### config.mk
export PLATFORM = sky130hd
export DESIGN_NAME = r4k_muldiv
export DESIGN_NICKNAME = d
export VERILOG_FILES = /design/src/rtl/r4k_pkg.sv /design/src/rtl/r4k_muldiv.sv
export SDC_FILE = /design/constraint.sdc
export NUM_CORES = 2
export LEC_CHECK = 0
export ABC_AREA = 1
export BUFFER_PORTS_ARGS = -buffer_cell sky130_fd_sc_hd__clkbuf_2
export CELL_PAD_IN_SITES_DETAIL_PLACEMENT = 1
export CELL_PAD_IN_SITES_GLOBAL_PLACEMENT = 1
export CORE_MARGIN = 4
export CORE_UTILIZATION = 43
export CTS_CLUSTER_DIAMETER = 120
export CTS_CLUSTER_SIZE = 30
export DETAILED_ROUTE_END_ITERATION = 10
export GPL_ROUTABILITY_DRIVEN = 0
export PLACE_DENSITY = 0.86
export REMOVE_ABC_BUFFERS = 1
export SKIP_LAST_GASP = 1
export SYNTH_ARGS = -nofsm -noshare
export SYNTH_HDL_FRONTEND = slang
export SYNTH_SLANG_ARGS = --single-unit
### constraint.sdc
create_clock -name clk -period 2.8 [get_ports clk]
set_input_delay 0.28 -clock clk [delete_from_list [all_inputs] [get_ports clk]]
set_output_delay 0.28 -clock clk [all_outputs]
set_load 0.005 [all_outputs]
### src/rtl/r4k_pkg.sv
`default_nettype none
// ============================================================================
// Module   : r4k_pkg
// Brief    : Shared R4K types for the multiply/divide unit: the operation
//            encoding, the FSM state type and small operation-class helpers.
// Revision : 1.0 - initial release
// ============================================================================
package r4k_pkg;

  typedef enum logic [2:0] {
    MULT  = 3'd0,
    MULTU = 3'd1,
    DIV   = 3'd2,
    DIVU  = 3'd3,
    MTHI  = 3'd4,
    MTLO  = 3'd5
  } muldiv_op_t;

  typedef enum logic [1:0] {
    IDLE = 2'd0,
    RUN  = 2'd1,
    FIX  = 2'd2
  } muldiv_state_t;

  function automatic logic op_is_iter(input muldiv_op_t op);
    return (op == MULT) || (op == MULTU) || (op == DIV) || (op == DIVU);
  endfunction

  function automatic logic op_is_signed(input muldiv_op_t op);
    return (op == MULT) || (op == DIV);
  endfunction

  function automatic logic op_is_div(input muldiv_op_t op);
    return (op == DIV) || (op == DIVU);
  endfunction

endpackage
`default_nettype wire

### src/rtl/r4k_muldiv.sv
`default_nettype none
// ============================================================================
// Module   : r4k_muldiv
// Brief    : Iterative radix-2 multiply / restoring divide unit owning HI/LO.
//            Define R4K_MULDIV_EARLY_OUT_EN to end multiplies once the
//            remaining multiplier is zero.
// Revision : 1.0 - initial release
// ============================================================================
module r4k_muldiv
  import r4k_pkg::*;
#(
  parameter int XLEN = 64
) (
  input  logic            clk,
  input  logic            reset,
  input  logic            req_valid,
  output logic            req_ready,
  input  muldiv_op_t      req_op,
  input  logic [XLEN-1:0] req_a,
  input  logic [XLEN-1:0] req_b,
  output logic            busy,
  output logic            done,
  output logic [XLEN-1:0] hi,
  output logic [XLEN-1:0] lo
);

  localparam int                c_CNT_W    = $clog2(XLEN) + 1;
  localparam logic [c_CNT_W-1:0] c_CNT_LAST = c_CNT_W'(XLEN - 1);
  localparam logic [c_CNT_W-1:0] c_CNT_ONE  = c_CNT_W'(1);

  muldiv_state_t       r_state;
  logic                r_is_div;
  logic                r_neg_q;
  logic                r_neg_r;
  logic [c_CNT_W-1:0]  r_cnt;
  logic [2*XLEN-1:0]   r_acc;
  logic [2*XLEN-1:0]   r_mcand;
  logic [XLEN-1:0]     r_mplier;
  logic [XLEN-1:0]     r_hi;
  logic [XLEN-1:0]     r_lo;
  logic                r_done;

  logic                w_sa;
  logic                w_sb;
  logic [XLEN-1:0]     w_mag_a;
  logic [XLEN-1:0]     w_mag_b;
  logic [2*XLEN-1:0]   w_mul_next;
  logic [XLEN-1:0]     w_mplier_next;
  logic [XLEN:0]       w_rem_sh;
  logic                w_ge;
  logic [XLEN-1:0]     w_rem_new;
  logic [2*XLEN-1:0]   w_div_next;
  logic                w_last;
  logic [2*XLEN-1:0]   w_prod;
  logic [XLEN-1:0]     w_quot;
  logic [XLEN-1:0]     w_rem;

  assign busy      = (r_state != IDLE);
  assign req_ready = !busy;
  assign done      = r_done;
  assign hi        = r_hi;
  assign lo        = r_lo;

  // Signed ops run on magnitudes; the sign is restored in FIX.
  assign w_sa    = op_is_signed(req_op) && req_a[XLEN-1];
  assign w_sb    = op_is_signed(req_op) && req_b[XLEN-1];
  assign w_mag_a = w_sa ? -req_a : req_a;
  assign w_mag_b = w_sb ? -req_b : req_b;

  assign w_mul_next    = r_mplier[0] ? (r_acc + r_mcand) : r_acc;
  assign w_mplier_next = r_mplier >> 1;

  // Divide keeps {remainder, quotient} in r_acc and the divisor in r_mcand.
  // A zero divisor naturally yields quotient all-ones and remainder = dividend.
  assign w_rem_sh   = {r_acc[2*XLEN-1:XLEN], r_acc[XLEN-1]};
  assign w_ge       = (w_rem_sh >= {1'b0, r_mcand[XLEN-1:0]});
  assign w_rem_new  = w_ge ? (w_rem_sh[XLEN-1:0] - r_mcand[XLEN-1:0])
                           : w_rem_sh[XLEN-1:0];
  assign w_div_next = {w_rem_new, r_acc[XLEN-2:0], w_ge};

`ifdef R4K_MULDIV_EARLY_OUT_EN
  assign w_last = (r_cnt == c_CNT_LAST) || (!r_is_div && (w_mplier_next == '0));
`else
  assign w_last = (r_cnt == c_CNT_LAST);
`endif

  assign w_prod = r_neg_q ? -r_acc : r_acc;
  assign w_quot = r_neg_q ? -r_acc[XLEN-1:0] : r_acc[XLEN-1:0];
  assign w_rem  = r_neg_r ? -r_acc[2*XLEN-1:XLEN] : r_acc[2*XLEN-1:XLEN];

  always_ff @(posedge clk) begin
    if (reset) begin
      r_state  <= IDLE;
      r_is_div <= 1'b0;
      r_neg_q  <= 1'b0;
      r_neg_r  <= 1'b0;
      r_cnt    <= '0;
      r_acc    <= '0;
      r_mcand  <= '0;
      r_mplier <= '0;
      r_hi     <= '0;
      r_lo     <= '0;
      r_done   <= 1'b0;
    end else begin
      r_done <= 1'b0;
      case (r_state)
        IDLE: begin
          if (req_valid) begin
            if (req_op == MTHI) begin
              r_hi <= req_a;
            end else if (req_op == MTLO) begin
              r_lo <= req_a;
            end else if (op_is_iter(req_op)) begin
              r_state  <= RUN;
              r_is_div <= op_is_div(req_op);
              r_neg_q  <= w_sa ^ w_sb;
              r_neg_r  <= w_sa;
              r_cnt    <= '0;
              r_mplier <= w_mag_b;
              if (op_is_div(req_op)) begin
                r_acc   <= {{XLEN{1'b0}}, w_mag_a};
                r_mcand <= {{XLEN{1'b0}}, w_mag_b};
              end else begin
                r_acc   <= '0;
                r_mcand <= {{XLEN{1'b0}}, w_mag_a};
              end
            end
          end
        end
        RUN: begin
          r_cnt <= r_cnt + c_CNT_ONE;
          if (r_is_div) begin
            r_acc <= w_div_next;
          end else begin
            r_acc    <= w_mul_next;
            r_mcand  <= r_mcand << 1;
            r_mplier <= w_mplier_next;
          end
          if (w_last) begin
            r_state <= FIX;
          end
        end
        FIX: begin
          if (r_is_div) begin
            r_hi <= w_rem;
            r_lo <= w_quot;
          end else begin
            r_hi <= w_prod[2*XLEN-1:XLEN];
            r_lo <= w_prod[XLEN-1:0];
          end
          r_done  <= 1'b1;
          r_state <= IDLE;
        end
        default: begin
          r_state <= IDLE;
        end
      endcase
    end
  end

endmodule
`default_nettype wire

==> flow_summary.json, run 1 <==
{
  "outcome": "did not finish",
  "lastStage": "5_1_grt",
  "firstError": "[ERROR GRT-0116] Global routing finished with congestion. Check the congestion regions in the DRC Viewer.",
  "start_util": 0.433,
  "cts.path.max_buffers": 3,
  "synthXorXnorAreaFrac": 0.0330,
  "htreeDepth": 1,
  "cts_root_buf": "clkbuf_16",
  "synthTopCellsByCount": "3175 x nand2_1, 1678 x inv_1, 1013 x nor2_1",
  "synth_area_per_cell_um2": 5.26,
  "synth_seq_cells": 461,
  "yosys.area_share.simple": 0.436,
  "ys_top_cells_by_area": "nand2_1 24%, dfxtp_1 18%, inv_1 13%",
  "synth_top_family_by_area": "simple AND/OR/NAND/NOR gates",
  "ys_seq_area_frac": 0.183,
  "dp_slack_ps": -655,
  "muxShareOfSynthArea": 0,
  "clock-sinks": 461,
  "synth_edf_count": 0,
  "synth_ff_type": "dfxtp_1",
  "grt_pass1_vias": 104000,
  "synth_top_area_share": 0.237,
  "async_flop_share": 0,
  "synth_area_um2": 50400,
  "port_buffers": 264,
  "yosys.area_share.adder": 0.0495,
  "syn_inst": 9567,
  "yosysTopAreaCell": "nand2_1",
  "ys_types": 53,
  "die_h_um": 350,
  "grt_pass1_wl_mm": 788,
  "gr-total-overflow": 897,
  "fp.dieW_um": 350,
  "post-dp-hpwl_mm": 286,
  "synth_compound_area_frac": 0.148,
  "grt_usage": 0.853,
  "synth.most_common_cell": "nand2_1",
  "placed_cells": 12100,
  "grt_max_degree": 160,
  "cts-buffers-inserted": 26,
  "pin_count": 265,
  "ys.warnings.count": 0,
  "rows": 125
}
==> logic make-up after synthesis <==
group,after synthesis
buffers and inverters,1998
flip-flops,461
AND/OR/NAND/NOR,5335
AO/OA/AOI/OAI,1385
XOR/XNOR,190
adder cells (fa/ha/maj),198
==> what timing repair did <==
| item | CTS |
|---|---|
| hold buffers | 17 |
| endpoints found under the hold margin | 27 |
| resized for setup | 669 |
| pin swaps | 87 |
| buffers inserted | 33 |
| endpoints found under the setup margin | 173 |
| gates cloned | 7 |
==> stage by stage <==
stage	cell area, um2	hold slack, ps
3_5_place_dp	61300	457
4_1_cts	65600	10.3
2_1_floorplan	49100	346
3_3_place_gp	61300	451
==> layer usage <==
metal | track usage | overflow
met3 | 0.786 | 59
met4 | 0.854 | 316
met1 | 0.831 | 33
met2 | 0.953 | 483
met5 | 0.631 | 6
==> inputs of run 2 (changes only) <==
--- a/config.mk
+++ b/config.mk
@@ -7,15 +7,11 @@
 export LEC_CHECK = 0
 export ABC_AREA = 1
 export BUFFER_PORTS_ARGS = -buffer_cell sky130_fd_sc_hd__clkbuf_2
-export CELL_PAD_IN_SITES_DETAIL_PLACEMENT = 1
-export CELL_PAD_IN_SITES_GLOBAL_PLACEMENT = 1
 export CORE_MARGIN = 4
-export CORE_UTILIZATION = 43
-export CTS_CLUSTER_DIAMETER = 120
-export CTS_CLUSTER_SIZE = 30
+export CORE_UTILIZATION = 30
 export DETAILED_ROUTE_END_ITERATION = 10
 export GPL_ROUTABILITY_DRIVEN = 0
-export PLACE_DENSITY = 0.86
+export PLACE_DENSITY_LB_ADDON = 0.15
 export REMOVE_ABC_BUFFERS = 1
 export SKIP_LAST_GASP = 1
 export SYNTH_ARGS = -nofsm -noshare
==> flow_summary.json, run 2 <==
{
  "rows": 150,
  "relSlewSlack": 0.108,
  "final_cell_mix": "3019 x nand2_1, 1623 x inv_1, 1213 x buf_4, 844 x nor2_1, 716 x nand3_1",
  "grt_usage": 0.344,
  "reg_top3": "r_acc (128), r_mcand (128)",
  "cp.arrival_ps": 3470,
  "violations": "setup timing",
  "max-cap-violations": 0,
  "outcome": "complete, but fails checks",
  "grt_pass1_vias": 63800,
  "timing.setup.tns_ps": -298,
  "wl_per_cell_um": 24.0,
  "synth_ff_type": "dfxtp_1",
  "antenna_found_initial": 21,
  "cts-buffers-inserted": 58,
  "r2r-start": "r_acc[99]",
  "finalHoldViolations": 0,
  "ys_types": 53,
  "setup_viol": 11,
  "fillers": 18300,
  "ys_seq_area_frac": 0.183,
  "fmax_mhz": 343,
  "grt_pass1_wl_mm": 440,
  "dpl_cell_area_um2": 63900,
  "hold_path.class": "in2reg",
  "cts.clk_slew.worst_paths_ps": 60,
  "worst-slew-pin-transition_ps": 1340,
  "pin_count": 265,
  "synth.most_common_cell": "nand2_1",
  "min-delay-start": "req_b[55]",
  "drt-total-wl_mm": 317,
  "clock-sinks": 461,
  "synth_area_per_cell_um2": 5.26,
  "synth_seq_cells": 461,
  "final_common_cell": "nand2_1",
  "antenna_left": 0,
  "min_to": "r_mplier[55]",
  "drv_slew": 0,
  "dp_slack_ps": -509,
  "synthTopCellsByCount": "3175 x nand2_1, 1678 x inv_1, 1013 x nor2_1",
  "worstSetupPathType": "reg2reg",
  "fin_crit_sh": 1.04,
  "ys.warnings.count": 0,
  "holdPathStages": 5,
  "rrSetupSlack_ps": -120,
  "gr-total-overflow": 0,
  "grt_max_degree": 174,
  "fin_skew_ps": 51.9,
  "powerDensity_nw_per_um2": 383,
  "cp_max_fo": 4,
  "cp-end-kind": "flip-flop",
  "drt-initial-drc-count": 8737,
  "synth_area_um2": 50400,
  "required_ps": 3350,
  "vdd_drop_max_v": 0.000500,
  "fin_area_um2": 70500,
  "drtPass1Iterations": 9,
  "htreeDepth": 2,
  "coreArea_um2": 167000,
  "port_buffers": 264,
  "synth_top_area_share": 0.237,
  "power_leakage_nw": 36.1,
  "rr_worst_depth": 13,
  "fp.dieW_um": 418,
  "drc": 0,
  "clk_latency_ps": 740,
  "area_delta_synth_final_pct": 39.9,
  "cts_root_buf": "clkbuf_16",
  "crit_path_start": "r_acc[99]",
  "nNetsFinal": 11300,
  "regToRegEndpoint": "r_acc[118]",
  "viasPerCell": 5.31,
  "ys_top_cells_by_area": "nand2_1 24%, dfxtp_1 18%, inv_1 13%",
  "synth_edf_count": 0,
  "die_h_um": 418,
  "yosysTopAreaCell": "nand2_1",
  "cts_tree": "done",
  "period_needed_ps": 2920,
  "worst_slack_ps": -116,
  "cts.path.max_buffers": 3,
  "worstSetupStartpointType": "flip-flop",
  "start_util": 0.301,
  "drive_gt1_frac": 0.230,
  "die-area_um2": 174000,
  "async_flop_share": 0,
  "rsz0062_at_grt": "true",
  "vias": 70000,
  "syn_inst": 9567,
  "post-dp-hpwl_mm": 265
}
==> run 2: worst max-delay path, stage by stage, from the launching register on <==
cell and delay, ps:
dfxtp_1 370, buf_4 180, ha_2 380, nand2_1 100, nor2_2 200, inv_1 130
nor2_4 160, nand2_1 140, nor4_1 380, nand2_2 160, nand3_1 140, nand3_2 200
nand3_2 160, a21oi_1 70
==> run 2: report_power, final <==
| group | total (mW) | internal, mW | switching, mW |
|---|---|---|---|
| logic | 11.0 | 4.13 | 6.90 |
| registers | 7.36 | 6.93 | 0.427 |
| clock network | 8.56 | 4.94 | 3.62 |
==> run 2: how the worst max path moves through the flow <==
stage	to	cells after the start
after floorplan	r_mplier[1]	6
after global placement	r_acc[126]	17
after detailed placement	r_acc[126]	17
after CTS	r_acc[118]	16
after global routing	r_acc[113]	14
final	r_acc[118]	13
==> run 2: metrics by stage <==
step	power (mW)	hold WS, ps	utilization	std cells
floorplan	11.8	346	-	9264
global placement	17.2	452	0.383	13000
detailed placement	17.2	455	0.383	13000
CTS	25.9	5.06	0.402	13200
global route	27.9	42.4	0.422	13200
finish	27.0	39.9	0.422	13200
==> run 2: per-layer routing <==
metal / global-route usage / share of wire / up-vias
met5: 0 / 0.00014 / -
met4: 0.208 / 0.079 / 6
met3: 0.0736 / 0.11 / 767
met2: 0.506 / 0.40 / 3920
met1: 0.459 / 0.41 / 32500
li1: - / - / 32800
==> run 2: logic make-up (layout without fill, tap and decap cells) <==
logic type                 count (synthesis)  count (layout)  synth area share
buffers and inverters                   1998            3410             0.150
DFF                                      461             461             0.183
adders and majority gates                198             198            0.0495
other                                      0               8                 0
and+or+nand+nor                         5335            5335             0.436
xor gates and xnor gates                 190             190            0.0330
AOI/OAI and AO/OA                       1385            1385             0.148
==> run 2: cell type report <==
class | instances | area [um2] | area share
Multi-Input combinational cell | 7108 | 37200 | 0.527
Timing Repair Buffer | 1606 | 12700 | 0.180
Sequential cell | 461 | 9360 | 0.133
Inverter | 1695 | 6380 | 0.0906
Tap cell | 2204 | 2760 | 0.0391
Clock buffer | 74 | 1610 | 0.0229
Clock inverter | 35 | 507 | 0.00719
Antenna cell | 8 | 20.0 | 0.000284
==> run 2: repair_timing <==
action                                  in CTS  in global routing
cloned                                       0                  6
pin swaps                                   10                 93
buffers inserted                             3                 26
hold buffers                                30                  0
endpoints found under the hold margin       50                  0
endpoints found under the setup margin      98                147
resized for setup                          227                668
Power figures use the tool's default switching activity.
